===== src/rtl/traffic_pkg.sv =====
// Shared phase encoding, lamp patterns and dwell helper for the intersection scheduler.
package traffic_pkg;

    typedef enum logic [2:0] {
        IDLE   = 3'd0,
        MAIN_G = 3'd1,
        MAIN_Y = 3'd2,
        CLR_M  = 3'd3,
        SIDE_G = 3'd4,
        SIDE_Y = 3'd5,
        CLR_S  = 3'd6,
        WALK   = 3'd7
    } phase_t;

    localparam logic [2:0] LAMP_R = 3'b100;
    localparam logic [2:0] LAMP_Y = 3'b010;
    localparam logic [2:0] LAMP_G = 3'b001;

    localparam int unsigned         DWELL_W   = 5;
    localparam logic [DWELL_W-1:0] DWELL_MAX = '1;

    // True on the tick that completes n ticks of dwell (or any later tick).
    function automatic logic dwell_reached(input logic [DWELL_W-1:0] dwell, input int unsigned n);
        return (32'(dwell) + 32'd1) >= n;
    endfunction

endpackage


===== src/rtl/tick_gen.sv =====
// Prescaler producing a one-cycle tick every CLK_HZ clocks; held at zero while en=0.
module tick_gen #(
    parameter int unsigned CLK_HZ = 100_000_000
) (
    input  logic clk,
    input  logic rst_n,
    input  logic en,
    output logic tick
);

    localparam int unsigned      CNT_W    = (CLK_HZ > 1) ? $clog2(CLK_HZ) : 1;
    localparam logic [CNT_W-1:0] CNT_LAST = CNT_W'(CLK_HZ - 1);

    logic [CNT_W-1:0] cnt_q, cnt_d;

    // NOTE: every signal assigned in always_comb gets a default first, so no path infers a latch.
    always_comb begin
        cnt_d = cnt_q;
        if (!en || cnt_q == CNT_LAST) begin
            cnt_d = '0;
        end else begin
            cnt_d = cnt_q + CNT_W'(1);
        end
    end

    // NOTE: flops use <= so each one samples the pre-edge value of its neighbours.
    always_ff @(posedge clk or negedge rst_n) begin
        if (!rst_n) begin
            cnt_q <= '0;
        end else begin
            cnt_q <= cnt_d;
        end
    end

    assign tick = (cnt_q == CNT_LAST);

endmodule


===== src/rtl/intersection_scheduler.sv =====
// Two-approach intersection sequencer with yellow and all-red clearance between greens.
// Optional pedestrian phase enabled by defining INTERSECTION_PED_EN.
module intersection_scheduler
    import traffic_pkg::*;
#(
    parameter int unsigned CLK_HZ    = 100_000_000,
    parameter int unsigned MIN_GREEN = 5,
    parameter int unsigned MAX_GREEN = 15,
    parameter int unsigned YELLOW_S  = 3,
    parameter int unsigned ALL_RED_S = 1,
    parameter int unsigned WALK_S    = 7
) (
    input  logic       clk,
    input  logic       rst_n,
    input  logic       enable,
    input  logic       req_main,
    input  logic       req_side,
    input  logic       ped_btn,
    output logic [2:0] main_lights,
    output logic [2:0] side_lights,
    output logic       walk,
    output logic [2:0] phase,
    output logic       tick_o
);

    logic               tick;
    phase_t             state_q, state_d;
    logic [DWELL_W-1:0] dwell_q, dwell_d;
    logic               ped_pending_q, ped_pending_d;
    logic               ped_edge;
    logic               unused_inputs;

    tick_gen #(.CLK_HZ(CLK_HZ)) u_tick_gen (
        .clk  (clk),
        .rst_n(rst_n),
        .en   (enable),
        .tick (tick)
    );

    assign tick_o = tick;

`ifdef INTERSECTION_PED_EN
    // [0],[1] synchronise the raw button; [2] holds the previous synchronised level.
    logic [2:0] ped_shift_q, ped_shift_d;

    always_comb begin
        ped_shift_d = {ped_shift_q[1:0], ped_btn};
    end

    always_ff @(posedge clk or negedge rst_n) begin
        if (!rst_n) begin
            ped_shift_q <= '0;
        end else begin
            ped_shift_q <= ped_shift_d;
        end
    end

    assign ped_edge      = ped_shift_q[1] & ~ped_shift_q[2];
    assign unused_inputs = req_main;
`else
    assign ped_edge      = 1'b0;
    assign unused_inputs = req_main ^ ped_btn;
`endif

    always_comb begin
        state_d = state_q;
        if (!enable) begin
            state_d = IDLE;
        end else if (tick) begin
            case (state_q)
                IDLE:   state_d = CLR_S;
                MAIN_G: if (dwell_reached(dwell_q, MIN_GREEN) && (req_side || ped_pending_q))
                            state_d = MAIN_Y;
                MAIN_Y: if (dwell_reached(dwell_q, YELLOW_S)) state_d = CLR_M;
                CLR_M:  if (dwell_reached(dwell_q, ALL_RED_S)) begin
                            // A waiting pedestrian beats the side road; side is served next cycle round.
                            if (ped_pending_q)     state_d = WALK;
                            else if (req_side)     state_d = SIDE_G;
                            else                   state_d = MAIN_G;
                        end
                SIDE_G: if ((dwell_reached(dwell_q, MIN_GREEN) && !req_side) ||
                            dwell_reached(dwell_q, MAX_GREEN))
                            state_d = SIDE_Y;
                SIDE_Y: if (dwell_reached(dwell_q, YELLOW_S))  state_d = CLR_S;
                CLR_S:  if (dwell_reached(dwell_q, ALL_RED_S)) state_d = MAIN_G;
                WALK:   if (dwell_reached(dwell_q, WALK_S))    state_d = CLR_S;
                default: state_d = IDLE;
            endcase
        end
    end

    always_comb begin
        dwell_d = dwell_q;
        if (!enable || state_d != state_q) begin
            dwell_d = '0;
        end else if (tick && dwell_q != DWELL_MAX) begin
            dwell_d = dwell_q + DWELL_W'(1);
        end

        // Entering WALK clears the request and wins over a press landing on the same cycle.
        ped_pending_d = ped_pending_q;
        if (!enable || (state_d == WALK && state_q != WALK)) begin
            ped_pending_d = 1'b0;
        end else if (ped_edge && state_q != WALK) begin
            ped_pending_d = 1'b1;
        end
    end

    always_ff @(posedge clk or negedge rst_n) begin
        if (!rst_n) begin
            state_q       <= IDLE;
            dwell_q       <= '0;
            ped_pending_q <= 1'b0;
        end else begin
            state_q       <= state_d;
            dwell_q       <= dwell_d;
            ped_pending_q <= ped_pending_d;
        end
    end

    // Lamps depend on the state register only, so inputs never glitch the heads.
    always_comb begin
        main_lights = LAMP_R;
        side_lights = LAMP_R;
        case (state_q)
            MAIN_G:  main_lights = LAMP_G;
            MAIN_Y:  main_lights = LAMP_Y;
            SIDE_G:  side_lights = LAMP_G;
            SIDE_Y:  side_lights = LAMP_Y;
            default: ;
        endcase
    end

`ifdef INTERSECTION_PED_EN
    assign walk = (state_q == WALK);
`else
    assign walk = 1'b0;
`endif

    assign phase = state_q;

endmodule


===== config.mk =====
export PLATFORM = sky130hd
export DESIGN_NAME = intersection_scheduler
export DESIGN_NICKNAME = d
export VERILOG_FILES = /design/src/rtl/traffic_pkg.sv /design/src/rtl/tick_gen.sv /design/src/rtl/intersection_scheduler.sv
export SDC_FILE = /design/constraint.sdc
export NUM_CORES = 1
export LEC_CHECK = 0
export ABC_AREA = 1
export CAP_MARGIN = 20
export CORE_MARGIN = 2
export CORE_UTILIZATION = 36
export DETAILED_ROUTE_END_ITERATION = 6
export GPL_ROUTABILITY_DRIVEN = 0
export HOLD_SLACK_MARGIN = 0.05
export SETUP_SLACK_MARGIN = 0.15
export SYNTH_ARGS = -nofsm -noshare
export SYNTH_HDL_FRONTEND = slang
export SYNTH_SLANG_ARGS = --single-unit

===== constraint.sdc =====
create_clock -name clk -period 3 [get_ports clk]
set_input_delay 0.9 -clock clk [delete_from_list [all_inputs] [get_ports clk]]
set_output_delay 0.9 -clock clk [all_outputs]
set_load 0.005 [all_outputs]

==> results.md, run 1 <==
| Step | Quantity | Reported |
| --- | --- | --- |
| outcome | Result of the run | finished, final reports clean |
| timing | Largest clock skew in the final design | 0.00851 ns |
| cts | Depth of the CTS H-tree | 2 |
| floorplan | Starting utilization of the core area | 0.369 |
| floorplan | Boundary Pins | 17 |
| worst setup path | Number of cell instances on the worst register-to-register path | 14 |
| routing | Total via count after detailed routing | 2067 |
| timing | Clock period minus final worst setup slack | 2.78 ns |
| worst setup path | Startpoint-to-endpoint class of the critical path | register to primary output |
| timing | Post-route fraction of the period consumed by the critical path | 0.927 |
| synthesis | Summed instance area of the synthesized netlist | 2320 um^2 |
| global routing | Global Route Usage Sum | 0.148 |
| worst hold path | Worst min-delay path category | register to register |
| routing | Ratio of routed vias to standard cells | 4.91 |
| floorplan | Placeable core area | 6280 um^2 |
| worst setup path | Worst path cell trace | inv_1 > nor3_2 > or2_2 > inv_1 > clkdlybuf4s50_1 |
| layout | Area added between synthesis and finish | 15.6% |
| synthesis | Warnings, synthesis | 0 |
| layout | Cell area after layout | 2680 um^2 |
| floorplan | Die Y | 84.2 um |
| cts | Number of sinks on the clock net | 35 |
| placement | Placed standard-cell area | 2520 um^2 |
| power and ir drop | Peak VDD IR | 0.227 mV |
| routing | DRC violations left | 0 |
| layout | Most frequent cells in the layout | 54 x sky130_fd_sc_hd__nand2_1, 51 x sky130_fd_sc_hd__inv_1, 39 x sky130_fd_sc_hd__nor2_1 |
| cts | Worst-skew pair later-pin latency | 0.29 ns |
| run | Number of maximum-capacitance violations | 0 |
| cts | Number of buffers created by CTS | 5 |
| worst setup path | Flop-to-flop setup slack | 0.60 ns |
| routing | Detailed router's first-iteration violation count | 112 |
| placement | Quantity of I/O buffers inserted on ports | 13 |
| worst setup path | Reg2reg end | dwell_q[2] |
| worst setup path | Maximum cell stage delay along the critical path | 0.49 ns |
| floorplan | Die width | 84.2 um |
| timing | RSZ-0062 raised after global routing | yes |
| layout | Ant diodes | 0 |
| timing | Endpoints failing setup | 0 |
| worst setup path | Startpoint kind of the worst setup timing path | register |
| cts | TritonCTS clock tree | yes |
| global routing | Overall overflow remaining after global route | 0 |
| synthesis | Number of nets in the synthesized netlist | 333 |
| global routing | Antenna violations before repair | 0 |
| worst setup path | Start of the worst register-to-register path | dwell_q[0] |
| timing | Final hold vios | 0 |
| routing | Number of nets with antenna violations after routing | 0 |
| synthesis | Mapped Cells | 322 |
| worst setup path | Cell type group with the largest total delay on the critical path | buffers and inverters |
| power and ir drop | Cell area power density | 333 nW/um^2 |
| global routing | Maximum number of pins on one net before global-route repair | 36 |
| worst hold path | Worst Hold Launch | u_tick_gen.cnt_q[15] |
| worst setup path | Launching element of the worst setup path | phase[0] |
| worst setup path | Crit path buf inv count | 3 |
| synthesis | Part of the Yosys area used for sequential elements | 0.378 |
| worst setup path | WP data arrival | 1.88 ns |
| worst setup path | Peak fanout along the critical path | 9 |
| layout | Post-layout utilization of the core | 0.427 |
| timing | Worst Hold Margin | 0.500 ns |
| routing | Total length of routed wires | 4830 um |
| global routing | Vias in the first global route | 1946 |
| timing | Sum of negative setup slack | 0 ns |
| worst setup path | Cell mode on critical path | sky130_fd_sc_hd__inv_1 |
| placement | Hpwl dp | 3650 um |
| cts | Clock transition at the registers of the reported paths | 0.08 ns |
| power and ir drop | PnR Total Power | 891 uW |
| cts | Cell at the root of the clock tree | sky130_fd_sc_hd__clkbuf_8 |
| cts | Max Buffers Root-to-Sink | 2 |
| worst setup path | CP required | 2.10 ns |
| routing | DR pass1 iterations | 4 |
| routing | Routed WL per cell | 11.5 um |
| worst hold path | Hold path cells | 1 |
| timing | Measured slew at the worst slew-check pin | 0.759 ns |
| floorplan | Area of the die | 7090 um^2 |
| timing | Peak Freq | 359 MHz |
| floorplan | Number of placement rows | 29 |
| worst setup path | Crit end category | primary output |
| power and ir drop | Static Leak | 0.00123 uW |
| synthesis | Per-instance average area after synthesis | 7.20 um^2 |
| layout | Final net count | 354 |
| worst hold path | WHS Endpoint | u_tick_gen.cnt_q[15] |
| timing | Final Max Tran Viols | 0 |
| layout | Layout cell share with drive strength beyond 1 | 0.154 |
| synthesis | Count of different cell masters after synthesis | 36 |
| synthesis | Yosys reg bits | 35 |
| worst setup path | Crit-path slowest cell | sky130_fd_sc_hd__clkdlybuf4s50_1 |
| global routing | Wire length of the first global-routing pass | 8610 um |
| layout | Most frequent standard cell in the layout excluding fill and tap cells | sky130_fd_sc_hd__nand2_1 |
| timing | Worst-case headroom to the max-slew limit | 0.494 |
[cells by family (layout without fill, tap and decap cells)]
logic type,Yosys count,in the layout,synth area share
flops,35,35,0.378
compound gates,40,40,0.0934
xor+xnor,3,3,0.0113
simple gates,172,172,0.373
fa+ha+maj,5,5,0.0270
buf+inv,65,87,0.111
mux,1,1,0.00486
other cells,1,1,0.00162
[per-stage QoR]
step	worst slack [ns]	std cells
after global routing	0.0736	421
final	0.218	421
after floorplan	0.863	322
after global placement	0.376	409
after CTS	0.150	418
after detailed placement	0.366	409
[cell usage after synthesis]
| library cell | n | area share |
|---|---|---|
| sky130_fd_sc_hd__o311ai_0 | 1 | 0.0038 |
| sky130_fd_sc_hd__conb_1 | 1 | 0.0016 |
| sky130_fd_sc_hd__ha_1 | 5 | 0.027 |
| sky130_fd_sc_hd__nand3_2 | 4 | 0.017 |
| sky130_fd_sc_hd__nor3_1 | 16 | 0.035 |
| sky130_fd_sc_hd__clkinv_1 | 1 | 0.0016 |
| sky130_fd_sc_hd__nand2_4 | 2 | 0.0097 |
| sky130_fd_sc_hd__or2_1 | 1 | 0.0027 |
| sky130_fd_sc_hd__o211ai_1 | 1 | 0.0032 |
| sky130_fd_sc_hd__o21a_1 | 2 | 0.0065 |
| sky130_fd_sc_hd__a31oi_1 | 2 | 0.0054 |
| sky130_fd_sc_hd__buf_4 | 2 | 0.0065 |
| sky130_fd_sc_hd__mux2_1 | 1 | 0.0049 |
| sky130_fd_sc_hd__or2_2 | 1 | 0.0027 |
| sky130_fd_sc_hd__nand4_1 | 7 | 0.019 |
| sky130_fd_sc_hd__nand2_2 | 4 | 0.011 |
| sky130_fd_sc_hd__nand3_4 | 1 | 0.0076 |
| sky130_fd_sc_hd__a21oi_1 | 17 | 0.037 |
| sky130_fd_sc_hd__nand3b_2 | 1 | 0.0049 |
| sky130_fd_sc_hd__o21ai_1 | 1 | 0.0022 |
| sky130_fd_sc_hd__and3_1 | 1 | 0.0027 |
| sky130_fd_sc_hd__nor4_1 | 4 | 0.011 |
| sky130_fd_sc_hd__nor2_2 | 8 | 0.022 |
| sky130_fd_sc_hd__nand2_1 | 54 | 0.087 |
| sky130_fd_sc_hd__buf_2 | 3 | 0.0065 |
| sky130_fd_sc_hd__nor2_4 | 4 | 0.019 |
| sky130_fd_sc_hd__xor2_1 | 3 | 0.011 |
| sky130_fd_sc_hd__inv_4 | 1 | 0.0027 |
| sky130_fd_sc_hd__nand3_1 | 23 | 0.050 |
| sky130_fd_sc_hd__nor2_1 | 39 | 0.063 |
| sky130_fd_sc_hd__nor3_2 | 2 | 0.0086 |
| sky130_fd_sc_hd__inv_1 | 52 | 0.084 |
| sky130_fd_sc_hd__dfrtp_1 | 35 | 0.38 |
| sky130_fd_sc_hd__inv_2 | 6 | 0.0097 |
| sky130_fd_sc_hd__o21ai_0 | 15 | 0.032 |
| sky130_fd_sc_hd__o21bai_1 | 1 | 0.0032 |
[worst max path at each step]
stage	slack, ns	to	cells past startpoint
after CTS	0.15	tick_o	7
final	0.22	main_lights[2]	5
after detailed placement	0.37	tick_o	8
after floorplan	0.86	dwell_q[0]	14
after global placement	0.38	tick_o	8
after global routing	0.07	main_lights[2]	6
[power by group]
| group | total, uW | internal (uW) | switching (uW) |
|---|---|---|---|
| combinational | 36.0 | 10.9 | 25.1 |
| clock | 378 | 209 | 169 |
| sequential | 477 | 475 | 2.26 |
| total | 891 | 695 | 197 |
[routing by layer]
metal / vias to the layer above / share of wire / global-route usage
li1: 1079 / - / -
met2: 47 / 0.45 / 0.234
met5: - / 0 / 0
met4: 0 / 0.010 / 0.0396
met3: 6 / 0.050 / 0.0364
met1: 935 / 0.49 / 0.204
[what timing repair did]
item | 4_1_cts | 5_1_grt
setup endpoints to repair | 1 | 4
setup buffers | 1 | 3
pin swaps | 1 | 3
hold buffers | 0 | 0
gates cloned | 0 | 0
resized for setup | 1 | 6
[worst reg2reg max path, stage by stage, from the launching register on]
cell,delay [ns]
sky130_fd_sc_hd__dfrtp_1,0.44
sky130_fd_sc_hd__ha_1,0.23
sky130_fd_sc_hd__nand2_1,0.12
sky130_fd_sc_hd__nor2_1,0.06
sky130_fd_sc_hd__ha_1,0.29
sky130_fd_sc_hd__nor2_2,0.25
sky130_fd_sc_hd__nand3_4,0.13
sky130_fd_sc_hd__nand2_1,0.07
sky130_fd_sc_hd__nand2_1,0.05
sky130_fd_sc_hd__inv_2,0.04
sky130_fd_sc_hd__nand2_1,0.08
sky130_fd_sc_hd__or2_1,0.23
sky130_fd_sc_hd__nand3_1,0.08
sky130_fd_sc_hd__nand3_2,0.13
sky130_fd_sc_hd__nor2_1,0.11
[sequential cells by signal, indices dropped and copies added (netlist names)]
| register | count |
|---|---|
| u_tick_gen.cnt_q | 27 |
| dwell_q | 5 |
| phase | 3 |
[layout make-up]
class	instances	area, um^2
Multi-Input combinational cell	222	1200
Sequential cell	35	877
Inverter	60	228
Timing Repair Buffer	19	173
Clock inverter	1	7.51
Clock buffer	7	96.3
Fill cell	654	3600
Tap cell	77	96.3
Power figures use the tool's default switching activity.
==> run 2: changes to the inputs <==
==> constraint.sdc (replaced) <==
create_clock -name clk -period 3.1 [get_ports clk]
set_input_delay 0.93 -clock clk [delete_from_list [all_inputs] [get_ports clk]]
set_output_delay 0.93 -clock clk [all_outputs]
set_load 0.005 [all_outputs]
==> run 2 against run 1 <==
  * Via count is essentially flat
  * First-iteration DRC count rose by 13%
  * Sequential power shrank 3%
  * Critical path depth rose by 1
  * Design area is 0.75% higher
  * Critical path type unchanged
  * Critical endpoint unchanged
  * Largest cell class unchanged
==> results.md, run 2 (same netlist as run 1, synthesis figures left out) <==
| Step | Quantity | Reported | vs previous |
| --- | --- | --- | --- |
| floorplan | Die width | 84.2 um | unchanged |
| timing | Endpoints failing setup | 0 | unchanged |
| routing | DRC violations left | 0 | unchanged |
| placement | Quantity of I/O buffers inserted on ports | 13 | unchanged |
| global routing | Vias in the first global route | 1875 | -3.6% |
| global routing | Antenna violations before repair | 0 | unchanged |
| timing | Largest clock skew in the final design | 0.0119 ns | +0.00337 ns |
| placement | Hpwl dp | 3630 um | -0.44% |
| worst setup path | Startpoint kind of the worst setup timing path | register |  |
| timing | Worst Hold Margin | 0.475 ns | -0.0246 ns |
| layout | Max reg flops | 27 | unchanged |
| floorplan | Boundary Pins | 17 | unchanged |
| routing | Detailed router's first-iteration violation count | 127 | +13% |
| routing | Total via count after detailed routing | 2069 | +0.097% |
| timing | Final Max Tran Viols | 0 | unchanged |
| cts | TritonCTS clock tree | yes |  |
| worst setup path | CP required | 2.17 ns | +0.07 ns |
| floorplan | Die Y | 84.2 um | unchanged |
| routing | DR pass1 iterations | 4 | unchanged |
| layout | Register containing the most flip-flops in the final layout | u_tick_gen.cnt_q |  |
| layout | Ant diodes | 0 | unchanged |
| global routing | Overall overflow remaining after global route | 0 | unchanged |
| worst setup path | Crit end category | primary output |  |
| floorplan | Placeable core area | 6280 um^2 | unchanged |
| routing | Ratio of routed vias to standard cells | 4.93 | +0.34% |
| cts | Hold buffer count at CTS | 0 | unchanged |
| worst setup path | Peak fanout along the critical path | 9 | unchanged |
| run | Number of maximum-capacitance violations | 0 | unchanged |
| layout | Final net count | 353 | -0.28% |
| timing | RSZ-0062 raised after global routing | yes |  |
| global routing | Wire length of the first global-routing pass | 8440 um | -2.0% |
| global routing | Maximum number of pins on one net before global-route repair | 36 | unchanged |
| worst setup path | Startpoint-to-endpoint class of the critical path | register to primary output |  |
| power and ir drop | Static Leak | 0.00124 uW | +0.71% |
| worst setup path | Maximum cell stage delay along the critical path | 0.52 ns | +0.03 ns |
| routing | Total length of routed wires | 4870 um | +0.70% |
| layout | Post-layout utilization of the core | 0.430 | +0.00319 |
| global routing | Global Route Usage Sum | 0.145 | -0.00274 |
| layout | Layout cell share with drive strength beyond 1 | 0.149 | -0.00538 |
| timing | Measured slew at the worst slew-check pin | 0.783 ns | +0.0241 ns |
| timing | Post-route fraction of the period consumed by the critical path | 0.914 |  |
| timing | Final hold vios | 0 | unchanged |
| outcome | Result of the run | finished, final reports clean |  |
| routing | Number of nets with antenna violations after routing | 0 | unchanged |
| floorplan | Area of the die | 7090 um^2 | unchanged |
| cts | Max Buffers Root-to-Sink | 2 | unchanged |
| layout | Most frequent cells in the layout | 54 x sky130_fd_sc_hd__nand2_1, 51 x sky130_fd_sc_hd__inv_1, 39 x sky130_fd_sc_hd__nor2_1 |  |
| worst setup path | Worst path cell trace | nor2_1 > inv_1 > nor2_1 > or2_2 > inv_1 > clkdlybuf4s50_1 |  |
| layout | Area added between synthesis and finish | 16.5% |  |
| timing | Clock period minus final worst setup slack | 2.83 ns |  |
| timing | Worst-case headroom to the max-slew limit | 0.478 | -0.0161 |
| timing | Sum of negative setup slack | 0 ns | unchanged |
| cts | Worst-skew pair later-pin latency | 0.29 ns | about the same |
| routing | Routed WL per cell | 11.6 um | +0.94% |
| power and ir drop | Peak VDD IR | 0.203 mV | -10% |
| worst hold path | Worst min-delay path category | register to register |  |
| timing | Peak Freq | 353 MHz |  |
| cts | Depth of the CTS H-tree | 2 | unchanged |
| layout | Most frequent standard cell in the layout excluding fill and tap cells | sky130_fd_sc_hd__nand2_1 |  |
| power and ir drop | Cell area power density | 367 nW/um^2 | +10% |
| worst setup path | Crit-path slowest cell | sky130_fd_sc_hd__dfrtp_1 |  |
| worst setup path | WP data arrival | 1.90 ns | +0.02 ns |
| floorplan | Starting utilization of the core area | 0.369 | unchanged |
| cts | Cell at the root of the clock tree | sky130_fd_sc_hd__clkbuf_8 |  |
| cts | Clock transition at the registers of the reported paths | 0.08 ns | about the same |
| cts | Number of sinks on the clock net | 35 | unchanged |
| cts | Number of buffers created by CTS | 5 | unchanged |
| layout | Count of fill cells added during filler insertion | 615 | -6.0% |
| floorplan | Number of placement rows | 29 | unchanged |
==> run 2: report_power, final <==
part           switching (uW)  internal [uW]
logic                    24.6           9.55
registers                2.13            459
clock network             174            321
total                     200            790
==> run 2: worst paths after layout <==
path	slack, ns	startpoint	depth (start not counted)	end
min	0.48	u_tick_gen.cnt_q[0]	1	u_tick_gen.cnt_q[0]
min reg2reg	0.48	u_tick_gen.cnt_q[0]	1	u_tick_gen.cnt_q[0]
min in group asynchronous	0.71	rst_n	1	u_tick_gen.cnt_q[21]
max reg2reg	0.70	dwell_q[0]	14	dwell_q[2]
max	0.27	phase[0]	6	main_lights[2]
max in group asynchronous	1.85	rst_n	1	phase[1]
==> run 2: final cells by class <==
type	instances	area, um^2	share of cell area
multi-input cells	222	1200	0.443
flip-flops and latches	35	877	0.325
inverters	60	228	0.0844
repair buffers	18	165	0.0612
well taps	77	96.3	0.0357
clock buffers	5	68.8	0.0255
clock inverters	3	67.6	0.0250
==> run 2: metal layers <==
metal,track usage,part of all wire
met1,0.207,0.52
met4,0.0484,0.013
met5,0,0
met3,0.0295,0.033
met2,0.221,0.43
==> run 2: metrics by stage <==
stage	power, uW	instance area [um^2]	worst slack, ns	std cells
2_1_floorplan	488	2320	0.963	322
3_3_place_gp	505	2520	0.444	409
3_5_place_dp	505	2520	0.424	409
4_1_cts	1000	2670	0.186	418
5_1_grt	1030	2700	0.141	420
6_report	990	2700	0.266	420
==> run 2: critical path: cells and delay by family, from the launching register on <==
kind	cells	cell delay (ns)
flip-flops	1	0.52
AND/OR/NAND/NOR	3	0.47
buffers and inverters	3	0.63
==> run 2: repair_timing <==
action                                  CTS  global route
resized for setup                         0             6
pin swaps                                 1             2
endpoints found under the setup margin    1             3
buffers inserted                          1             2
